**src/rtl/l2_cache.sv**
```systemverilog
// Two-way set-associative write-back L2: 8 sets of 16-byte lines, one LRU bit per set.
// Hits complete combinationally in CHECK; misses go through WRITEBACK and/or ALLOCATE.
module l2_cache (
    input  logic         clk,
    input  logic         reset,
    input  logic         mem_read,
    input  logic         mem_write,
    input  logic [15:0]  mem_address,
    input  logic [127:0] mem_wdata,
    output logic         mem_resp,
    output logic [127:0] mem_rdata,
    output logic         pmem_read,
    output logic         pmem_write,
    output logic [15:0]  pmem_address,
    output logic [127:0] pmem_wdata,
    input  logic         pmem_resp,
    input  logic [127:0] pmem_rdata
);
    localparam logic [1:0] CHECK     = 2'd0;
    localparam logic [1:0] WRITEBACK = 2'd1;
    localparam logic [1:0] ALLOCATE  = 2'd2;

    logic [1:0]   state_reg, state_next;
    logic         victim_reg, victim_next;
    logic         valid_reg [2][8];
    logic         dirty_reg [2][8];
    logic [7:0]   lru_reg;
    logic [8:0]   tag_arr   [2][8];
    logic [127:0] data_arr  [2][8];

    logic [2:0]   idx;
    logic [8:0]   req_tag;
    logic         req;
    logic [1:0]   way_hit;
    logic         hit, hit_way, victim_sel, victim_dirty;

    logic         line_we, line_way, line_dirty;
    logic [8:0]   line_tag;
    logic [127:0] line_data;
    logic         touch, touch_way, clean_we;

    // Offset bits select a byte within the line; whole-line transfers never need them.
    logic unused_offset;
    assign unused_offset = ^mem_address[3:0];

    assign idx     = mem_address[6:4];
    assign req_tag = mem_address[15:7];
    assign req     = mem_read | mem_write;

    genvar gi;
    generate
        for (gi = 0; gi < 2; gi++) begin : g_way
            assign way_hit[gi] = valid_reg[gi][idx] && (tag_arr[gi][idx] == req_tag);
        end
    endgenerate

    assign hit          = |way_hit;
    assign hit_way      = way_hit[1];
    assign victim_sel   = !valid_reg[0][idx] ? 1'b0 :
                          !valid_reg[1][idx] ? 1'b1 : lru_reg[idx];
    assign victim_dirty = valid_reg[victim_sel][idx] & dirty_reg[victim_sel][idx];

    assign mem_rdata  = data_arr[hit_way][idx];
    assign pmem_wdata = data_arr[victim_reg][idx];

    always_comb begin
        state_next   = state_reg;
        victim_next  = victim_reg;
        mem_resp     = 1'b0;
        pmem_read    = 1'b0;
        pmem_write   = 1'b0;
        pmem_address = 16'h0000;
        line_we      = 1'b0;
        line_way     = 1'b0;
        line_dirty   = 1'b0;
        line_tag     = req_tag;
        line_data    = mem_wdata;
        touch        = 1'b0;
        touch_way    = 1'b0;
        clean_we     = 1'b0;
        case (state_reg)
            CHECK: begin
                if (req) begin
                    if (hit) begin
                        mem_resp  = 1'b1;
                        touch     = 1'b1;
                        touch_way = hit_way;
                        if (mem_write) begin
                            line_we    = 1'b1;
                            line_way   = hit_way;
                            line_dirty = 1'b1;
                        end
                    end else if (victim_dirty) begin
                        victim_next = victim_sel;
                        state_next  = WRITEBACK;
                    end else if (mem_write) begin
                        // Full-line write: no fill needed, install straight into the victim.
                        mem_resp   = 1'b1;
                        line_we    = 1'b1;
                        line_way   = victim_sel;
                        line_dirty = 1'b1;
                        touch      = 1'b1;
                        touch_way  = victim_sel;
                    end else begin
                        victim_next = victim_sel;
                        state_next  = ALLOCATE;
                    end
                end
            end
            WRITEBACK: begin
                pmem_write   = 1'b1;
                pmem_address = {tag_arr[victim_reg][idx], idx, 4'b0000};
                if (pmem_resp) begin
                    clean_we   = 1'b1;
                    state_next = mem_write ? CHECK : ALLOCATE;
                end
            end
            ALLOCATE: begin
                pmem_read    = 1'b1;
                pmem_address = {req_tag, idx, 4'b0000};
                if (pmem_resp) begin
                    line_we    = 1'b1;
                    line_way   = victim_reg;
                    line_data  = pmem_rdata;
                    state_next = CHECK;
                end
            end
            default: state_next = CHECK;
        endcase
        if (reset) begin
            mem_resp = 1'b0;
        end
    end

    always_ff @(posedge clk) begin
        if (reset) begin
            state_reg  <= CHECK;
            victim_reg <= 1'b0;
            lru_reg    <= 8'h00;
            for (int w = 0; w < 2; w++) begin
                for (int s = 0; s < 8; s++) begin
                    valid_reg[w][s] <= 1'b0;
                    dirty_reg[w][s] <= 1'b0;
                end
            end
        end else begin
            state_reg  <= state_next;
            victim_reg <= victim_next;
            if (line_we) begin
                valid_reg[line_way][idx] <= 1'b1;
                dirty_reg[line_way][idx] <= line_dirty;
            end
            if (clean_we) begin
                dirty_reg[victim_reg][idx] <= 1'b0;
            end
            if (touch) begin
                lru_reg[idx] <= ~touch_way;
            end
        end
    end

    // Tag and data storage carry no reset; valid bits guard their contents.
    always_ff @(posedge clk) begin
        if (line_we && !reset) begin
            tag_arr[line_way][idx]  <= line_tag;
            data_arr[line_way][idx] <= line_data;
        end
    end
endmodule

```
**config.mk**
```make
export PLATFORM = sky130hd
export DESIGN_NAME = l2_cache
export DESIGN_NICKNAME = d
export VERILOG_FILES = /design/src/rtl/l2_cache.sv
export SDC_FILE = /design/constraint.sdc
export NUM_CORES = 2
export LEC_CHECK = 0
export ABC_CLOCK_PERIOD_IN_PS = 10800
export CORE_MARGIN = 1
export CORE_UTILIZATION = 45
export CTS_CLUSTER_DIAMETER = 60
export DETAILED_ROUTE_END_ITERATION = 10
export PLACE_DENSITY_LB_ADDON = 0.25
export RECOVER_POWER = 25
export SKIP_CTS_REPAIR_TIMING = 1
export SLEW_MARGIN = 20
export SYNTH_ARGS = -nofsm -noshare
export SYNTH_HDL_FRONTEND = slang
export SYNTH_SLANG_ARGS = --single-unit
export TNS_END_PERCENT = 100
```
**constraint.sdc**
```tcl
create_clock -name clk -period 10.8 [get_ports clk]
set_input_delay 1.08 -clock clk [delete_from_list [all_inputs] [get_ports clk]]
set_output_delay 1.08 -clock clk [all_outputs]
set_load 0.05 [all_outputs]
```
==> run_results.csv <==
group,metric,value,unit
route,avgViaCountPerCell,6.37,
global_route,grt_pass1_vias,62600,
sta,worst_slew_pin_slew,2940,ps
logic_synthesis,synth_top_area_cell,"edfxtp_1",
clock_tree,clockRootBuffer,"clkbuf_16",
logic_synthesis,syn-cell-area,0.103,mm²
sta,relSlewSlack,-95.8,%
critical_path,crit_fanout,49,
critical_path,worstPathArrival,7440,ps
logic_synthesis,avgSynthCellArea,16.8,µm²
finish,final_cells,9772,
critical_path,cp-end-kind,"output pin",
finish,final_layout_size_suffix_gt1_share,18.8,%
global_route,grt_max_degree,142,
logic_synthesis,yosysUniqueCellTypes,66,
sta,setup-tns-final,0,ps
clock_tree,cts.sinks,2236,
logic_synthesis,synth.ff_latch_count,2236,
power,p_per_area,167,mW/mm²
sta,hold_viol,0,
clock_tree,clock_path_buffers,3,
sta,min_period,8520,ps
critical_path,critPathKind,"in -> out",
finish,final_cell_mix,"edfxtp_1, nand2_1, mux4_2, mux2i_1, clkdlybuf4s50_1",
global_route,grt.total_usage,25.8,%
logic_synthesis,yosysSeqAreaShare,65.0,%
critical_path,required,9720,ps
sta,skew,71.3,ps
die,die_w,481,µm
clock_tree,clk_pin_slew,60,ps
global_route,antenna_found_initial,10,
die,io_pins,552,
route,firstDrtPassIters,5,
logic_synthesis,ys_warn_count,0,
die,fp.coreArea,0.228,mm²
logic_synthesis,synth_cells,6142,
clock_tree,cts_max_level,4,
die,die-area,0.231,mm²
clock_tree,cts_tree,"yes",
finish,regMostFlops,"data_arr",
place,dp_cells,9349,
route,drt-initial-drc-count,6820,
finish,largest_registers,"data_arr: 2048 flops, tag_arr: 144 flops",
logic_synthesis,yosys-top-cells-area,"edfxtp_1, mux4_2, mux2i_1, nand2_1, o22ai_1",
finish,final_cell_area,0.119,mm²
global_route,grt_pass1_wl,432000,µm
route,drt-total-wl,301000,µm
place,numPortBuffers,543,
run,cap_violations,3,
die,start_util,45.3,%
place,place.detailed.hpwl,159000,µm
logic_synthesis,synthFlopType,"edfxtp_1",
logic_synthesis,synthArstFlopShare,0,%
finish,largest_register_ffs,2048,
place,gp_congestion,0.807,
hold_path,holdCritPathClass,"reg -> reg",
sta,maxSlewViolCount,133,
critical_path,worstSetupStartpointType,"input pin",
route,antenna_left,0,
route,wl_per_cell,30.8,µm
sta,rsz0062_at_grt,"false",
clock_tree,cts_buffers,229,
die,fp-row-count,175,
finish,synthToLayoutAreaGrowth,15.6,%
sta,setup_violations,0,
power,peakVddDrop,0.000163,V
clock_tree,insertion_delay,900,ps
route,drc,0,
power,p_leak,36.9,nW
sta,finalCritPeriodShare,78.9,%
sta,fmax,117,MHz
status,violations,"capacitance limit, slew limit",
route,vias,62300,
logic_synthesis,yosysTopAreaCellShare,64.7,%
die,die_h,481,µm
finish,final_common_cell,"edfxtp_1",
finish,finish.utilization,52.4,%
logic_synthesis,synth_edf_count,2224,
status,status,"finished, violations left",
finish,final_nets,6852,
place,placed_area,0.112,mm²
global_route,overflow,0,
==> routing by layer <==
| layer | wire [µm] | track usage [%] | up-vias |
|---|---|---|---|
| li1 | - | - | 26000 |
| met1 | 122000 | 36.1 | 32700 |
| met2 | 143000 | 41.5 | 3052 |
| met3 | 25900 | 4.08 | 472 |
| met4 | 9390 | 8.23 | 0 |
| met5 | 0 | 0 | - |
==> stage by stage <==
| step | total power [mW] | setup slack (ps) | hold slack, ps |
|---|---|---|---|
| final | 19.9 | 2280 | 533 |
| after detailed placement | 12.4 | 2370 | 524 |
| after global placement | 12.4 | 2390 | 514 |
| after CTS | 20.0 | 2340 | 541 |
| after global routing | 20.5 | 2080 | 567 |
| after floorplan | 11.6 | 283 | 486 |
==> report_power, final <==
group / switching (mW) / leakage, nW / internal, mW / total, mW
registers: 0.0491 / 20.2 / 9.85 / 9.90
logic: 1.55 / 13.2 / 0.805 / 2.35
clock network: 3.37 / 3.52 / 4.30 / 7.68
total: 4.97 / 36.9 / 15.0 / 19.9
==> worst paths after layout <==
check / start / endpoint / slack, ps / depth (start not counted)
setup reg to reg: tag_arr[1][23]$_DFFE_PP_ / data_arr[1][25]$_DFFE_PP_ / 4430 / 12
hold / removal: state_reg[1]$_SDFFE_PP0P_ / state_reg[1]$_SDFFE_PP0P_ / 530 / 2
hold reg to reg: state_reg[1]$_SDFFE_PP0P_ / state_reg[1]$_SDFFE_PP0P_ / 530 / 2
setup / recovery: mem_address[6] / mem_rdata[62] / 2280 / 15
==> Yosys cell counts (all sizes together), types with 27 or more instances <==
cell type  count
mux2i        661
nand2        721
mux2         143
mux4         703
a22oi         94
edfxtp      2224
o21ai         67
buf          166
or4           52
clkbuf       312
a221o         54
a21oi        304
nor3          32
o22ai        299
nor2          91
a211oi        27
==> cells by family (layout without fill, tap and decap cells) <==
logic type | Yosys count | after routing | share of synthesized area, %
buf+inv | 486 | 1102 | 1.99
mux | 1507 | 1507 | 23.3
fa+ha+maj | 3 | 3 | 0.0364
simple gates | 992 | 992 | 4.09
flops | 2236 | 2236 | 65.0
xor+xnor | 14 | 14 | 0.119
other cells | 1 | 6 | 0.00363
compound gates | 903 | 903 | 5.47
==> final cells by class <==
class	instances	area, µm²
sequential	2236	67000
clock inverter	141	1330
inverter	8	38.8
fill	18200	108000
clock buffer	279	5920
multi-input combinational	3423	34300
antenna	2	5.00
tap	3009	3760
timing repair buffer	674	6920
==> worst max-delay path, cell delays in order <==
cell and delay (ps):
buf_4 430, buf_4 630, mux2i_1 320, o22ai_1 130, or4_1 510, a211oi_1 450
nand4_1 220, or4_4 890, buf_4 410, buf_4 400, nand2_1 150, a21oi_1 60
or4_1 570, a221o_1 350, clkdlybuf4s50_1 740
Note: power is estimated with default switching activity, not from simulation.
